--- config.mk ---
export PLATFORM = sky130hd
export DESIGN_NAME = btn_condition
export DESIGN_NICKNAME = d
export VERILOG_FILES = /design/src/rtl/btn_condition.sv
export SDC_FILE = /design/constraint.sdc
export NUM_CORES = 1
export LEC_CHECK = 0
export CORE_ASPECT_RATIO = 0.75
export CORE_MARGIN = 2
export CORE_UTILIZATION = 40
export DETAILED_ROUTE_END_ITERATION = 10
export PLACE_DENSITY = 0.61
export SLEW_MARGIN = 40
export SYNTH_ARGS = -nofsm -noshare
export SYNTH_HDL_FRONTEND = slang
export SYNTH_SLANG_ARGS = --single-unit
--- constraint.sdc ---
create_clock -name clk -period 2.4 [get_ports clk]
set_input_delay 0.24 -clock clk [delete_from_list [all_inputs] [get_ports clk]]
set_output_delay 0.24 -clock clk [all_outputs]
set_load 0.1 [all_outputs]
--- src/rtl/btn_condition.sv ---
// Push-button / mode-switch conditioner: 2-FF sync, tick-sampled debounce, edge pulses, one-hot key.
// Optional ready->start interlock FSM is compiled in with BTN_SEQ_LOCK_EN.
module btn_db_lane #(
  parameter int DB_TICKS = 20
) (
  input  logic clk,
  input  logic rst,
  input  logic tick,
  input  logic raw,
  output logic level
);
  localparam int CW = $clog2(DB_TICKS + 1);

  logic [1:0]    sync;
  logic [CW-1:0] cnt;

  // Any tick that agrees with the stable level restarts the run, so only
  // DB_TICKS consecutive disagreeing ticks move the level.
  always_ff @(posedge clk or negedge rst) begin
    if (!rst) begin
      sync  <= '0;
      cnt   <= '0;
      level <= 1'b0;
    end else begin
      sync <= {sync[0], raw};
      if (tick) begin
        if (sync[1] != level) begin
          if (cnt == CW'(DB_TICKS - 1)) begin
            level <= sync[1];
            cnt   <= '0;
          end else begin
            cnt <= cnt + 1'b1;
          end
        end else begin
          cnt <= '0;
        end
      end
    end
  end
endmodule

module btn_condition #(
  parameter int CLK_HZ   = 50_000_000,
  parameter int TICK_HZ  = 1_000,
  parameter int DB_TICKS = 20
) (
  input  logic       clk,
  input  logic       rst,
  input  logic       btn_ready,
  input  logic       btn_start,
  input  logic [3:0] sw_key,
  output logic       ready,
  output logic       start,
  output logic [3:0] key,
  output logic       tick_1k
);
  localparam int DIV       = CLK_HZ / TICK_HZ;
  localparam int DW        = $clog2(DIV);
  localparam int NUM_LANES = 6;

  logic [DW-1:0]          div_cnt;
  logic [NUM_LANES-1:0]   raw, lvl;
  logic [1:0]             lvl_d;
  logic                   ready_p, start_p;
  logic [3:0]             kv;
  logic                   key_onehot;

  always_ff @(posedge clk or negedge rst) begin
    if (!rst)                           div_cnt <= '0;
    else if (div_cnt == DW'(DIV - 1))   div_cnt <= '0;
    else                                div_cnt <= div_cnt + 1'b1;
  end

  assign tick_1k = (div_cnt == DW'(DIV - 1));

  // lane 0 = ready, lane 1 = start, lanes 2..5 = switches
  assign raw = {sw_key, btn_start, btn_ready};

  for (genvar i = 0; i < NUM_LANES; i++) begin : g_lane
    btn_db_lane #(.DB_TICKS(DB_TICKS)) u_lane (
      .clk   (clk),
      .rst   (rst),
      .tick  (tick_1k),
      .raw   (raw[i]),
      .level (lvl[i])
    );
  end

  assign kv         = lvl[5:2];
  assign key_onehot = (kv != 4'd0) && ((kv & (kv - 4'd1)) == 4'd0);

  always_ff @(posedge clk or negedge rst) begin
    if (!rst) begin
      lvl_d   <= '0;
      ready_p <= 1'b0;
      start_p <= 1'b0;
      key     <= 4'b0001;
    end else begin
      lvl_d   <= lvl[1:0];
      ready_p <= lvl[0] & ~lvl_d[0];
      start_p <= lvl[1] & ~lvl_d[1];
      if (key_onehot) key <= kv;
    end
  end

`ifdef BTN_SEQ_LOCK_EN
  typedef enum logic {IDLE, ARMED} state_t;
  state_t state, state_nx;

  always_ff @(posedge clk or negedge rst) begin
    if (!rst) state <= IDLE;
    else      state <= state_nx;
  end

  // A ready in the same cycle as a start keeps the sequence armed.
  always_comb begin
    state_nx = state;
    case (state)
      IDLE:    if (ready_p) state_nx = ARMED;
      ARMED:   if (start_p && !ready_p) state_nx = IDLE;
      default: state_nx = IDLE;
    endcase
  end

  always_comb begin
    ready = ready_p;
    start = start_p && (state == ARMED);
  end
`else
  assign ready = ready_p;
  assign start = start_p;
`endif
endmodule

======== Yosys cells after proc, flatten, opt, wreduce, memory -nomap -nowiden ========
Index checks and enable logic that the tools add are counted.
Widths: inputs -> output; s select.
cells by class
  muxes and demuxes ....................... 13
  reductions and logical operators ........ 9
  add/subtract/negate cells ............... 8
  eq/ne operators ......................... 13
  bitwise logic cells ..................... 5
operators by type and width
  cell                   count
  $mux 5                 12
  $add 5x1->5 const B    6
  $eq 5x5->1 const B     6
  $reduce_and 3->1       6
  $add 16x1->16 const B  1
  $eq 16x16->1 const B   1
  $mux 16                1
  $ne 1x1->1             6
  $and 4x4->4            1
  $logic_not 4->1        1
  $reduce_bool 4->1      1
  $sub 4x1->4 const B    1
  $and 1x1->1            2
  $not 1->1              2
  $logic_and 1x1->1      1
storage, ports and cells
  register bits ........................... 72

======== Depth between registers and ports, before layout ========
Gate-level depths: netlist of run 1.
  depth after elaboration ................. 4
  depth in mapped cells ................... 6
  depth with buffers taken out ............ 5

======== Hierarchy ========
Synthesis of run 1 repeated with hierarchy kept, for this count alone.
unflattened totals
  cell total of the unflattened synthesis .. 311
  area, all modules ....................... 3579.7 um^2
by module, submodules not included
  module         times used  area each (um^2)  cells an instance
  btn_db_lane    6           401.6             34
  btn_condition  1           1169.9            107

======== Worst setup path after synthesis of run 1 ========
Ideal clock, no wire load.
  path type ............................... register to register
  start point ............................. register div_cnt[4]
  end point ............................... register g_lane[0].u_lane.cnt[3]
  library setup time ...................... 0.070 ns
  data arrival time ....................... 2.163 ns
  path buffers ............................ 1
  data required time ...................... 2.330 ns
  setup slack ............................. 0.166 ns
  cell stages (with the launch flop) ...... 6
  cells stage by stage .................... dfrtp_1 or4b_1 nor4_2 buf_2 nand3_1 nand3_1
on the way
  cells in the longest elaborated chain, start to end .. 1
ends and longest elaborated chain
  element                   line  text
  start: declaration        61    logic [DW-1:0] div_cnt;
  start signal: assignment  71    else div_cnt <= div_cnt + 1'b1;
  $eq 16x16->1              74    assign tick_1k = (div_cnt == DW'(DIV - 1));
  via tick_1k               55    output logic tick_1k
  end signal: assignment    32    cnt <= cnt + 1'b1;
  end: declaration          15    logic [CW-1:0] cnt;
The timed path passes the listed nets, and every way through them passes these cells.
A chain may end at the register's enable or synchronous reset.

======== Worst setup path in the final report of run 1 ========
  start point ............................. register div_cnt[5]
  end point ............................... output tick_1k
on the way
  cells in the longest elaborated chain, start to end .. 1
ends and longest elaborated chain
  element           line
  $eq 16x16->1      74
  end: declaration  55
No other way between the ends.

==> metrics, run 1 <==
status=finished, final reports clean; worst skew pair latency=360 ps; P_leak=1.72 nW; Non-Filler Instances=465; Post-DP HPWL=3.98 mm; Synth warnings=0; CP startpoint=div_cnt[5]$_DFF_PN0_; clk slew on worst S/H paths=70 ps; Synth top area share=0.538; vias in the first global route=2,273; nets@finish=370; worst min path class=in2reg; layout cells sized above 1=0.119; initial antenna violation count=0; Req. time, crit path=2160 ps; TritonCTS clock tree=built; die area=0.00901 mm2; CP max FO=14; DRT Pass-1 Iters=4; syn_nets=349; min Tclk post-route=2310 ps; PortBufs=14; post-synth top area cell=dfrtp_1; CTS H-tree lvls=3; Detailed Route WL=5.98 mm; P per Cell Area=597 mW/mm2; worst reg2reg startpoint=div_cnt[5]$_DFF_PN0_; Worst Tran Pin Value=548 ps; root buffer cell=clkbuf_8; post-synthesis sequential area ratio=0.546; VDD IR max=0.000448 V; dpl cells=448; async set-reset flop share out of synthesis=1.00; Post CTS Setup Buffer Count=0; final total power=2.27 mW; GPL Wtd Cong=0.797; global-route wire length before repair=10.5 mm; wire per inst=12.9 um; detailed router's first-iteration violation count=128; Synth Flop Type=dfrtp_1; min-delay src=sw_key[0]; Yosys cell types=40; Total GRT Usage=0.155; Initial Utilization=0.416; Crit Path Class=reg2out; largest net degree at the start of global routing=73; Rel. slew slack=0.629; Synth area leaders=dfrtp_1 (54%), nand3_1 (7.4%), nand2_1 (5.8%), nor2_1 (3.2%), xnor2_1 (3.2%); post-synthesis cell count=334; die width=109 um; Post-Syn Area per Cell=9.89 um2; RSZ-0062 raised after global routing=false; boundary pin count=15; Clock Sinks=72; Core Area=0.00795 mm2; pins over their slew limit=0; Critical Path End Type=output pin; clock buffer depth=2; Mapped Area=0.00330 mm2; FP Rows=28; die height=82.7 um; gr ovfl total=0; via/cell ratio=5.19; max frequency=433 MHz; Worst EP arrival=2070 ps; Post-synth EDFFs=0; Residual DRC=0; number of buffers created by CTS=9; diodes inserted=0; Final Skew=7.06 ps; vias post-DR=2,415; Final Cycle Share=0.962; Setup Viol. Count Final=0; max-cap viol count=0; area overhead of the layout relative to synthesis=15.0%; #FFs+latches synth=72; Final ANT Viol Nets=0; Startpoint Class=flip-flop; final hold violations=0; final setup TNS=0 ps
where the power goes:
group | internal, mW | switching [mW] | total (mW)
registers | 1.22 | 0.00477 | 1.23
logic | 0.0196 | 0.0367 | 0.0563
clock network | 0.532 | 0.451 | 0.983
layer usage:
layer,up-vias,track usage,wire length [um]
li1,1218,-,-
met1,1143,0.201,3050
met2,42,0.232,2530
met3,12,0.0549,272
met4,0,0.0756,129
met5,-,0,0
flip-flops by register name, summed over array words and instances (netlist names):
| register | flops |
|---|---|
| g_lane.u_lane.level | 6 |
| lvl_d | 2 |
| g_lane.u_lane.sync | 12 |
| key | 4 |
| div_cnt | 16 |
| ready | 1 |
| start | 1 |
| g_lane.u_lane.cnt | 30 |
worst paths after layout:
check                                                      end  slack, ps  cells after the start
max                                                    tick_1k         90                      4
min                         g_lane[2].u_lane.sync[0]$_DFF_PN0_        320                      1
max reg2reg                g_lane[3].u_lane.cnt[2]$_DFFE_PN0N_        220                      4
min reg2reg                 g_lane[1].u_lane.sync[1]$_DFF_PN0_        350                      0
max in group asynchronous                   key[0]$_DFFE_PN1P_       1630                      3
min in group asynchronous                   lvl_d[1]$_DFF_PN0_        420                      3
final cells by class:
class	instances	area, um2
clock buffer	11	151
tap	105	131
sequential	72	1800
clock inverter	5	55.1
fill	737	4150
timing repair buffer	20	203
inverter	4	15.0
multi-input combinational	248	1440
timing repair:
action,in CTS,in global routing
hold buffers,1,0
hold endpoints to repair,71,0
endpoints found under the setup margin,1,1
gates resized for setup,1,1
cloned,0,0
cells in the mapped netlist, types with 5 or more instances:
cell,n
o21ai_1,11
ha_1,7
nor4bb_1,6
a21oi_1,5
xor2_1,6
nand2b_1,6
nand3_1,49
nand4_1,6
dfrtp_1,71
nor2_1,28
o21ai_0,19
nand2_1,51
xnor2_1,12
nor3_1,10
through the flow:
| stage | setup WS (ps) | hold WS [ps] | instance area, um2 | util |
|---|---|---|---|---|
| after floorplan | 166 | -55.6 | 3300 | - |
| after global placement | 221 | 300 | 3570 | 0.449 |
| after detailed placement | 185 | 300 | 3570 | 0.449 |
| after CTS | 24.4 | 294 | 3800 | 0.477 |
| after global routing | 6.45 | 305 | 3800 | 0.478 |
| final | 91.7 | 319 | 3800 | 0.478 |
cells by family after synthesis:
family / synth area share
AO/OA/AOI/OAI: 0.0682
XOR/XNOR: 0.0477
adder cells (fa/ha/maj): 0.0265
buffers and inverters: 0.0220
flip-flops: 0.546
multiplexers: 0.0136
AND/OR/NAND/NOR: 0.276
critical path: stages (launching register included):
cell	delay, ps
dfrtp_1	420
or4b_4	600
nor4_4	320
buf_12	190
buf_12	180
cells in the final DEF, fill, tap and decap left out, types with 2 or more instances in the layout:
master,n
or3_1,3
nand3b_1,4
clkdlybuf4s50_1,6
buf_12,3
mux2_2,4
a22o_1,2
nand4_1,6
clkinv_2,2
nand2b_1,6
inv_1,4
clkinvlp_4,2
nand2_1,51
a31o_2,2
o21ai_1,11
a21oi_1,5
buf_4,9
nor2b_1,2
nor2_1,28
nand3_1,49
clkbuf_8,11
ha_1,7
o21ai_0,19
xor2_1,6
dfrtp_1,71
nor4_4,2
nor3_1,10
nor4bb_1,6
or4b_4,2
xnor2_1,12
Power figures use the tool's default switching activity.
==> run 2: changes to the inputs <==
--- a/config.mk
+++ b/config.mk
@@ -7,9 +7,9 @@
 export LEC_CHECK = 0
 export CORE_ASPECT_RATIO = 0.75
 export CORE_MARGIN = 2
-export CORE_UTILIZATION = 40
+export CORE_UTILIZATION = 60
 export DETAILED_ROUTE_END_ITERATION = 10
-export PLACE_DENSITY = 0.61
+export PLACE_DENSITY = 0.83
 export SLEW_MARGIN = 40
 export SYNTH_ARGS = -nofsm -noshare
 export SYNTH_HDL_FRONTEND = slang
==> metrics, run 2 (same netlist as run 1, synthesis figures left out) <==
Worst Tran Pin Value=606 ps; leading cell types in the layout, fill and taps excluded=dfrtp_1 (69), nand2_1 (51), nand3_1 (49); final hold violations=0; Final Cycle Share=0.971; TritonCTS clock tree=built; number of buffers created by CTS=9; die area=0.00612 mm2; DRT Pass-1 Iters=4; area overhead of the layout relative to synthesis=16.4%; die height=68.3 um; Largest Register=g_lane.u_lane.cnt; Placed Area=0.00355 mm2; met1 Usage GRT=0.309; Core Area=0.00532 mm2; largest net degree at the start of global routing=33; nets@finish=374; wire per inst=14.5 um; grt met3 use=0.0881; Req. time, crit path=2160 ps; Final ANT Viol Nets=0; Setup WS pre-CTS=106 ps; Final Skew=9.92 ps; worst skew pair latency=350 ps; layout cells sized above 1=0.132; worst setup margin=69.7 ps; Crit Path Class=reg2out; die width=89.7 um; Clock Sinks=72; status=finished, final reports clean; Detailed Route WL=6.35 mm; Setup Viol. Count Final=0; Filler cells=380; global-route wire length before repair=11.2 mm; pins over their slew limit=0; commonest non-fill, non-tap cell in the layout=dfrtp_1; root buffer cell=clkbuf_8; vias in the first global route=2,479; gr ovfl total=0; max reg flops=30; P per Cell Area=636 mW/mm2; boundary pin count=15; clk slew on worst S/H paths=80 ps; GPL Wtd Cong=0.784; diodes inserted=0; Residual DRC=0; Critical Path End Type=output pin; Post-DP HPWL=4.47 mm; gr busiest metal=met2; via/cell ratio=5.68; vias post-DR=2,494; initial antenna violation count=0; max frequency=429 MHz; biggest regs=g_lane.u_lane.cnt x30, div_cnt x16, g_lane.u_lane.sync x12; Total GRT Usage=0.247; detailed router's first-iteration violation count=157; worst min path class=in2reg; max-cap viol count=0; VDD IR max=0.000479 V; clock buffer depth=2; min Tclk post-route=2330 ps; P_leak=1.76 nW; FP Rows=23; Worst EP arrival=2090 ps; Rel. slew slack=0.596; CTS H-tree lvls=3; PortBufs=14; Startpoint Class=flip-flop; M2 GR Usage=0.403; fin area=0.00385 mm2; CP max FO=11; Initial Utilization=0.621
==> run 2: cell count changes in the layout (fill, tap and decap cells not counted) <==
cell and delta:
buf_4 +3, bufinv_16 +2, clkinvlp_4 -2, dfrtp_1 -2
dfrtp_2 +2, buf_12 +1, clkbuf_1 +1, clkbuf_8 -1
clkinv_2 -1, clkinv_4 +1
==> run 2: critical path, cell delays in order (launching register included) <==
cell	delay, ps
dfrtp_2	440
or4b_4	570
nor4_4	360
buf_12	190
buf_12	170
==> run 2: routing by layer <==
layer | up-vias | share of wire
li1 | 1217 | -
met3 | 13 | 0.045
met2 | 49 | 0.49
met1 | 1215 | 0.44
met5 | - | 0
met4 | 0 | 0.020
==> run 2: layout make-up <==
cell class | count | area (um2) | area share
clock buffers | 11 | 141 | 0.0368
clock inverters | 5 | 104 | 0.0270
inverters | 4 | 15.0 | 0.00390
multi-input cells | 248 | 1440 | 0.375
flip-flops and latches | 72 | 1810 | 0.469
well taps | 75 | 93.8 | 0.0244
repair buffers | 24 | 245 | 0.0638
==> run 2: power by group <==
part / leakage (nW) / total [mW] / switching (mW) / internal (mW)
registers: 0.957 / 1.23 / 0.00512 / 1.22
logic: 0.677 / 0.0578 / 0.0373 / 0.0205
clock network: 0.124 / 1.16 / 0.443 / 0.719
==> run 2: final timing paths <==
path | from | endpoint | slack [ps] | cells after the start
max | div_cnt[11]$_DFF_PN0_ | tick_1k | 70 | 4
min | sw_key[0] | g_lane[2].u_lane.sync[0]$_DFF_PN0_ | 320 | 1
max reg2reg | div_cnt[5]$_DFF_PN0_ | g_lane[3].u_lane.cnt[2]$_DFFE_PN0N_ | 140 | 4
min reg2reg | g_lane[0].u_lane.sync[0]$_DFF_PN0_ | g_lane[0].u_lane.sync[1]$_DFF_PN0_ | 350 | 0
max in group asynchronous | rst | div_cnt[11]$_DFF_PN0_ | 1320 | 3
min in group asynchronous | rst | g_lane[2].u_lane.cnt[4]$_DFFE_PN0N_ | 430 | 2
==> run 2: timing repair <==
item / in CTS / in global routing
pin swaps: 0 / 1
buffers inserted: 0 / 3
hold buffers: 1 / 0
endpoints found under the hold margin: 25 / 0
resized for setup: 2 / 2
setup endpoints to repair: 1 / 1
==> run 2: metrics by stage <==
step | setup TNS (ps) | hold slack, ps | cells | utilization | power (mW)
2_1_floorplan | 0 | -55.6 | 334 | - | 1.27
3_5_place_dp | 0 | 282 | 419 | 0.667 | 1.31
3_3_place_gp | 0 | 279 | 419 | 0.667 | 1.31
6_report | 0 | 325 | 439 | 0.722 | 2.45
5_1_grt | -9.17 | 306 | 439 | 0.722 | 2.54
4_1_cts | 0 | 315 | 436 | 0.718 | 2.47
